==> config.mk <==
export PLATFORM = sky130hd
export DESIGN_NAME = instr_fetch
export DESIGN_NICKNAME = d
export VERILOG_FILES = /design/src/rtl/instr_fetch_pkg.sv /design/src/rtl/instr_fetch_pc_next.sv /design/src/rtl/instr_fetch.sv
export SDC_FILE = /design/constraint.sdc
export NUM_CORES = 1
export LEC_CHECK = 0
export ABC_CLOCK_PERIOD_IN_PS = 5100
export BUFFER_PORTS_ARGS = -buffer_cell sky130_fd_sc_hd__buf_4
export CAP_MARGIN = 15
export CORE_ASPECT_RATIO = 0.5
export CORE_MARGIN = 2
export CORE_UTILIZATION = 50
export DETAILED_ROUTE_END_ITERATION = 7
export GPL_TIMING_DRIVEN = 0
export HOLD_SLACK_MARGIN = 0.03
export MAX_ROUTING_LAYER = met4
export PLACE_DENSITY = 0.81
export SLEW_MARGIN = 20
export SYNTH_ARGS = -nofsm -noshare
export SYNTH_HDL_FRONTEND = slang
export SYNTH_SLANG_ARGS = --single-unit
export TNS_END_PERCENT = 10
==> constraint.sdc <==
create_clock -name clk -period 5.1 [get_ports clk]
set_clock_uncertainty 0.1 [all_clocks]
set_input_delay 1.53 -clock clk [delete_from_list [all_inputs] [get_ports clk]]
set_output_delay 1.53 -clock clk [all_outputs]
set_load 0.05 [all_outputs]
==> src/rtl/instr_fetch_pkg.sv <==
// Shared definitions for the instruction fetch unit: FSM encoding,
// instruction field positions, the default reset PC and an alignment helper.
package instr_fetch_pkg;

    typedef enum logic [1:0] {
        IDLE  = 2'd0,
        REQ   = 2'd1,
        HOLD  = 2'd2,
        DRAIN = 2'd3
    } fetch_state_t;

    localparam logic [31:0] RESET_PC_DEFAULT = 32'h0000_0000;

    localparam int OPCODE_MSB = 31;
    localparam int OPCODE_LSB = 26;
    localparam int FUNCT_MSB  = 5;
    localparam int FUNCT_LSB  = 0;

    // Instruction memory is word addressed, so the two low bits are dropped.
    function automatic logic [31:0] word_align(input logic [31:0] addr);
        return {addr[31:2], 2'b00};
    endfunction

endpackage

==> src/rtl/instr_fetch_pc_next.sv <==
// Next-PC selection for the fetch unit. Picks the redirect target by fixed
// priority and reports whether that target was misaligned.
module pc_next
    import instr_fetch_pkg::*;
(
    input  logic [31:0] pc_plus4,
    input  logic        branch_taken,
    input  logic [31:0] branch_target,
    input  logic        jump,
    input  logic [25:0] jump_index,
    input  logic        jr,
    input  logic [31:0] jr_target,
    output logic [31:0] next_pc,
    output logic        misaligned
);

    logic [31:0] target;

    // Register jumps win over absolute jumps, which win over branches;
    // the jump region comes from the delay-slot PC's upper nibble.
    always_comb begin
        target = pc_plus4;
        if (jr) begin
            target = jr_target;
        end else if (jump) begin
            target = {pc_plus4[31:28], jump_index, 2'b00};
        end else if (branch_taken) begin
            target = branch_target;
        end
        next_pc    = word_align(target);
        misaligned = |target[1:0];
    end

endmodule

==> src/rtl/instr_fetch.sv <==
// Instruction fetch unit: issues word reads to instruction memory, holds
// the returned word for decode, and applies redirects and flushes.
module instr_fetch
    import instr_fetch_pkg::*;
#(
    parameter logic [31:0] RESET_PC = RESET_PC_DEFAULT
) (
    input  logic        clk,
    input  logic        rst,
    output logic        imem_req,
    output logic [31:0] imem_addr,
    input  logic        imem_ack,
    input  logic [31:0] imem_rdata,
    output logic        instr_valid,
    input  logic        instr_ready,
    output logic [31:0] instr,
    output logic [5:0]  opcode,
    output logic [5:0]  funct,
    output logic [31:0] pc,
    output logic [31:0] pc_plus4,
    input  logic        branch_taken,
    input  logic [31:0] branch_target,
    input  logic        jump,
    input  logic [25:0] jump_index,
    input  logic        jr,
    input  logic [31:0] jr_target,
    input  logic        flush,
    input  logic [31:0] flush_pc,
    output logic        misalign_err
);

    fetch_state_t state;
    logic [31:0]  flush_pc_q;
    logic [31:0]  flush_aligned;
    logic [31:0]  sel_pc;
    logic         sel_misaligned;

    assign flush_aligned = word_align(flush_pc);
    assign opcode        = instr[OPCODE_MSB:OPCODE_LSB];
    assign funct         = instr[FUNCT_MSB:FUNCT_LSB];

    pc_next u_pc_next (
        .pc_plus4      (pc_plus4),
        .branch_taken  (branch_taken),
        .branch_target (branch_target),
        .jump          (jump),
        .jump_index    (jump_index),
        .jr            (jr),
        .jr_target     (jr_target),
        .next_pc       (sel_pc),
        .misaligned    (sel_misaligned)
    );

    // Fetch FSM; every launch into REQ loads pc, pc_plus4 and imem_addr together
    // so the request address stays constant until memory acknowledges it.
    always_ff @(posedge clk) begin
        if (rst) begin
            state        <= IDLE;
            pc           <= RESET_PC;
            pc_plus4     <= RESET_PC + 32'd4;
            instr        <= '0;
            instr_valid  <= 1'b0;
            imem_req     <= 1'b0;
            imem_addr    <= RESET_PC;
            misalign_err <= 1'b0;
            flush_pc_q   <= RESET_PC;
        end else begin
            case (state)
                IDLE: begin
                    state    <= REQ;
                    imem_req <= 1'b1;
                    if (flush) begin
                        pc        <= flush_aligned;
                        pc_plus4  <= flush_aligned + 32'd4;
                        imem_addr <= flush_aligned;
                    end
                end
                REQ: begin
                    if (flush && imem_ack) begin
                        pc        <= flush_aligned;
                        pc_plus4  <= flush_aligned + 32'd4;
                        imem_addr <= flush_aligned;
                    end else if (flush) begin
                        state      <= DRAIN;
                        imem_req   <= 1'b0;
                        flush_pc_q <= flush_aligned;
                    end else if (imem_ack) begin
                        state       <= HOLD;
                        imem_req    <= 1'b0;
                        instr       <= imem_rdata;
                        instr_valid <= 1'b1;
                    end
                end
                HOLD: begin
                    if (flush) begin
                        state       <= REQ;
                        instr_valid <= 1'b0;
                        imem_req    <= 1'b1;
                        pc          <= flush_aligned;
                        pc_plus4    <= flush_aligned + 32'd4;
                        imem_addr   <= flush_aligned;
                    end else if (instr_ready) begin
                        state       <= REQ;
                        instr_valid <= 1'b0;
                        imem_req    <= 1'b1;
                        pc          <= sel_pc;
                        pc_plus4    <= sel_pc + 32'd4;
                        imem_addr   <= sel_pc;
                        if (sel_misaligned) begin
                            misalign_err <= 1'b1;
                        end
                    end
                end
                DRAIN: begin
                    if (imem_ack) begin
                        state    <= REQ;
                        imem_req <= 1'b1;
                        if (flush) begin
                            pc        <= flush_aligned;
                            pc_plus4  <= flush_aligned + 32'd4;
                            imem_addr <= flush_aligned;
                        end else begin
                            pc        <= flush_pc_q;
                            pc_plus4  <= flush_pc_q + 32'd4;
                            imem_addr <= flush_pc_q;
                        end
                    end else if (flush) begin
                        flush_pc_q <= flush_aligned;
                    end
                end
                default: begin
                    state    <= IDLE;
                    imem_req <= 1'b0;
                end
            endcase
        end
    end

endmodule

==> Yosys cells after proc, flatten, opt, wreduce, memory -nomap -nowiden <==
Index checks and enable logic that the tools add are counted.
{ "word_totals": {"out_inout_bits": 143, "ff_bits": 133, "latch_bits": 0, "rom_bits": 0, "n_memories": 0, "ram_bits": 0, "in_bits": 162} }
{ "op_classes": {"mux": 39, "add_sub_neg": 3, "n_eq_ne": 12, "order_cmp": 0, "shift": 0, "reduce_logical": 11, "n_div": 0, "multipliers": 0, "bitwise_logic": 2} }
{ "ops": {"columns": ["op", "n"], "rows": [
  ["2-to-1 mux 32 bit", 17],
  ["one-hot mux 32 bit (4 select lines)", 2],
  ["adder 32 x 3 -> 32 bit (second input constant)", 3],
  ["one-hot mux 32 bit (2 select lines)", 1],
  ["AND reduction 4 bit", 4],
  ["!= test 2 bit (second input constant)", 7],
  ["2-to-1 mux 2 bit", 6],
  ["2-to-1 mux 1 bit", 10],
  ["one-hot mux 2 bit (4 select lines)", 1],
  ["!= test 3 bit (second input constant)", 2],
  ["AND reduction 5 bit", 1],
  ["== test 2 bit (second input constant)", 2],
  ["one-hot mux 1 bit (4 select lines)", 1],
  ["nonzero test 2 bit", 2],
  ["AND reduction 3 bit", 1],
  ["== test 2 x 1 -> 1 bit (second input constant)", 1],
  ["zero test 2 bit", 1],
  ["inverter 1 bit", 2],
  ["one-hot mux 1 bit (2 select lines)", 1],
  ["OR reduction 2 bit", 1],
  ["logical AND 1 bit", 1]
]} }

==> Longest topological paths before layout <==
{ "logic_depth": {"word_depth": 7, "depth_mapped": 11, "mapped_depth_nobuf": 8} }

==> Modules after synthesis <==
A second synthesis with hierarchy kept.
{ "hier_totals": {"cells_unflattened": 1137, "area_unflattened_um2": 8677.1} }
{ "by_module_without_submodules": {"columns": ["module", "seq_area_each_um2", "cells_each", "n_inst", "area_each_um2"], "rows": [
  ["instr_fetch", 2622.5, 999, 1, 7593.5],
  ["pc_next", 0.0, 138, 1, 1083.5]
]} }

==> Worst setup path before layout <==
No wires, ideal clock.
{ "synth_path": {"path_type": "input to register", "start": "input branch_taken", "end": "register pc_plus4[28]", "path_slack_ns": 1.141, "setup_time_ns": 0.117, "arrival_time_ns": 3.742, "path_stages": 11, "required_ns": 4.883, "path_buffers": 4, "path_cell_list": "buf_6 buf_8 mux2i_1 a222oi_1 nand4b_1 buf_2 nor3_2 buf_4 nand4b_1 xor2_1 a22o_1"} }
{ "synth_via": {"elab_chain_len": 7} }
{ "synth_lines": {"columns": ["element", "line", "rtl"], "rows": [
  ["start, declared", "instr_fetch.sv:21", "input logic branch_taken,"],
  ["2-to-1 mux 32 bit", "instr_fetch_pc_next.sv:27", "end else if (branch_taken) begin"],
  ["2-to-1 mux 32 bit", "instr_fetch_pc_next.sv:25", "end else if (jump) begin"],
  ["2-to-1 mux 32 bit", "instr_fetch_pc_next.sv:23", "if (jr) begin"],
  ["adder 32 x 3 -> 32 bit", "instr_fetch.sv:107", "pc_plus4 <= sel_pc + 32'd4;"],
  ["2-to-1 mux 32 bit", "instr_fetch.sv:102", "end else if (instr_ready) begin"],
  ["2-to-1 mux 32 bit", "instr_fetch.sv:95", "if (flush) begin"],
  ["one-hot mux 32 bit (4 select lines)", "instr_fetch.sv:68", "case (state)"],
  ["end signal, assigned", "instr_fetch.sv:74", "pc_plus4 <= flush_aligned + 32'd4;"],
  ["end signal, assigned", "instr_fetch.sv:100", "pc_plus4 <= flush_aligned + 32'd4;"],
  ["end signal, assigned", "instr_fetch.sv:107", null],
  ["end, declared", "instr_fetch.sv:20", "output logic [31:0] pc_plus4,"]
]} }
Every way passes these cells. The select of a mux whose other input is x is not followed.
A chain may end at the register's enable or synchronous reset.

==> Final worst setup path <==
{ "layout_path": {"start": "input jump", "end": "register pc_plus4[28]"} }
{ "layout_via": {"elab_chain_len": 6} }
{ "layout_lines": {"columns": ["element", "line", "rtl"], "rows": [
  ["start, declared", "instr_fetch.sv:23", "input logic jump,"],
  ["2-to-1 mux 32 bit", "instr_fetch_pc_next.sv:25", null],
  ["2-to-1 mux 32 bit", "instr_fetch_pc_next.sv:23", null],
  ["adder 32 x 3 -> 32 bit", "instr_fetch.sv:107", null],
  ["2-to-1 mux 32 bit", "instr_fetch.sv:102", null],
  ["2-to-1 mux 32 bit", "instr_fetch.sv:95", null],
  ["one-hot mux 32 bit (4 select lines)", "instr_fetch.sv:68", null]
]} }
Every way passes these cells. The select of a mux whose other input is x is not followed.

==> impl_results.md <==
- I/O Buffers: between 200 and 300
- GP Congestion: 1.07
- Synth async-reset ratio: 0
- TritonRoute pass-1 iters: 7
- Commonest cells post-synth: 246 x nand2_1, 131 x dfxtp_1, 119 x a21oi_1
- Rel. slew slack: 0.190
- Hold_buf cts: 0
- Post-layout min period: 4840 ps
- Maximum clock insertion buffer count: 2
- Nets: roughly 1.7k
- Top cell type's share of synthesized area: 0.299
- Post-DR vias/cell: between 6 and 7
- Post-Syn Area: slightly below 0.009 mm²
- TritonCTS sink count: 131
- Power Total: roughly 3.5 mW
- Clock power share: 0.374
- Area Overhead vs Synth: 36.0%
- Post-CTS Setup Repair Bufs: 0
- Sequential share of power: 0.326
- Final Hold Vio Count: 0
- Worst hold slack: between 300 and 400 ps
- Cells after synthesis: around 1.2k
- Sw Share: 0.367
- Proportion of layout cells with a drive suffix above 1: 0.267
- Register area: roughly 0.0026 mm²
- Actual slew at the worst max-slew pin: 1220 ps
- TNS Setup: 0 ps
- Num CTS Buffers: 17
- Status: complete, no violations
- Ys flop type: dfxtp_1
- Crit Path Max Fanout: 10
- CTS resizes: 0
- Post-DP HPWL: around 33000 µm
- Total grt overflow: 0
- Vias in the first global route: between 10k and 15k
- Largest net degree at the start of global routing: 17
- Number of synthesized flops with an enable pin: 0
- RSZ-0062 raised after global routing: no
- First-pass GRT wire length: between 60000 and 70000 µm
- Synth top area cells: dfxtp_1 30%, nand2_1 11%, a21oi_1 6.8%
- WP data required: approximately 5300 ps
- Cell taking the most area after synthesis: dfxtp_1
- Worst skew pair latency: around 450 ps
- Register area share after synthesis: 0.299
- Filler Cell Count: 1477
- Synth Net Count: between 1k and 1.5k
- Worst hold path type: flip-flop to flip-flop
- PwrDens: ~290 mW/mm²
- All-Layer GR Usage: 0.457
- DRC: 0
- Final wirelength: about 42000 µm
- Post-route ant nets: 0
- Die area: 0.0187 mm²
- Core area: between 0.015 and 0.02 mm²
- Routed len/inst: 24.0 µm
- Clock root buffer master: clkbuf_16
- Util after Layout: 0.691
- Initial antenna violation count: 2
- Count of final setup violators: 0
- Die X-Extent: between 150 and 200 µm
- Final Cycle Share: 0.948
- Maxcap violations: 0
- Final Max Slew Viols: 0
- Int Power: 2.23 mW
- DR vias: between 10k and 15k
- Warnings, synthesis: 0
- Crit start category: input pin
- Flops & latches, synth: 131
- Initial core utilization: 0.508
- Clock H-tree levels: 4
- Area of the multi-input gates: 0.00535 mm²
- P_leak: 4.96 nW
- Detailed Route Iter0 Violations: 1467
- Row cnt: 34
- Data arrival, critical path: approximately 5100 ps
- Count leader, synth: nand2_1
- Die height: just under 100 µm
- CTS clk-pin slew, worst paths: approximately 60 ps
- Kind of critical path: input pin to flip-flop
- CTS tree: yes
- IO Pins: between 300 and 400
- Avg Inst Size Synth: between 7 and 8 µm²
- P_sw: between 1 and 1.5 mW
- CP Capture Type: flip-flop
- Maximum VDD drop: ~0.24 mV
- Max frequency: around 210 MHz
- Synth cell types: 75
- Gate power share: 0.299
worst paths after layout:
| path | startpoint | end | slack [ps] | cells after the start |
|---|---|---|---|---|
| min reg2reg | instr[11]$_SDFFE_PP0P_ | instr[11]$_SDFFE_PP0P_ | 360 | 2 |
| max | jump | pc_plus4[28]$_SDFFE_PP0P_ | 260 | 11 |
| min | instr[11]$_SDFFE_PP0P_ | instr[11]$_SDFFE_PP0P_ | 360 | 2 |
| max reg2reg | pc_plus4[3]$_SDFFE_PP0P_ | pc_plus4[28]$_SDFFE_PP0P_ | 1420 | 9 |
critical path: stages:
cell and delay, ps:
buf_4 90, buf_2 220, nor2_1 230, a222oi_1 1040
ha_1 420, nand4_1 410, nor3_2 350, buf_4 260
nand4b_1 140, xor2_1 170, a22o_1 210
state kept, by name (all words and copies together) (netlist names):
register,count
misalign_err,1
pc_plus4,30
state,2
pc,32
instr_valid,1
instr,32
flush_pc_q,32
imem_req,1
layout make-up:
type	instances	share of cell area
Timing Repair Buffer	298	0.187
Sequential cell	131	0.220
Multi-Input combinational cell	906	0.448
Inverter	23	0.00765
Antenna cell	3	0.000629
Tap cell	234	0.0245
Buffer	139	0.0606
Clock buffer	20	0.0383
Clock inverter	12	0.0130
layout by cell type, fill, tap and decap left out, types with 12 or more instances in the layout:
cell / instances
dfxtp_1: 131
clkbuf_1: 74
o211ai_1: 27
mux2i_1: 36
nor2_1: 74
clkbuf_16: 17
a21oi_1: 119
nor3_1: 23
nand2_1: 246
nand4_1: 27
nand3_1: 36
o21ai_1: 15
xor2_1: 37
a211oi_1: 18
nor2b_1: 13
o21ai_0: 32
xnor2_1: 35
inv_1: 14
buf_4: 344
buf_1: 12
routing by layer:
metal / track usage / share of wire / vias up
li1: - / - / 4833
met1: 0.604 / 0.41 / 5228
met2: 0.616 / 0.40 / 891
met3: 0.222 / 0.17 / 123
met4: 0.110 / 0.025 / 0
met5: - / 0 / -
stage by stage:
stage	setup slack [ps]	std cells	cell area [µm²]
global placement	220	1729	11300
finish	263	1766	11900
CTS	581	1762	11900
detailed placement	154	1730	11300
floorplan	1140	1199	8770
global route	290	1766	11900
kinds of logic (layout without fill, tap and decap cells):
group | Yosys count | in the layout | synth area share
AOI/OAI and AO/OA | 290 | 290 | 0.211
xor gates and xnor gates | 72 | 72 | 0.0719
adders and majority gates | 3 | 3 | 0.00428
buffers and inverters | 162 | 492 | 0.0929
DFF | 131 | 131 | 0.299
muxes | 49 | 49 | 0.0578
other | 0 | 3 | 0
and+or+nand+nor | 492 | 492 | 0.263
power groups by stage:
stage | Sequential, mW | Combinational, mW | Clock, mW
after floorplan | 1.32 | 0.439 | 0
after global placement | 1.16 | 0.994 | 0
after detailed placement | 1.16 | 1.01 | 0
after CTS | 1.14 | 1.01 | 1.30
after global routing | 1.15 | 1.09 | 1.35
final | 1.15 | 1.05 | 1.32
Note: power is estimated with default switching activity, not from simulation.
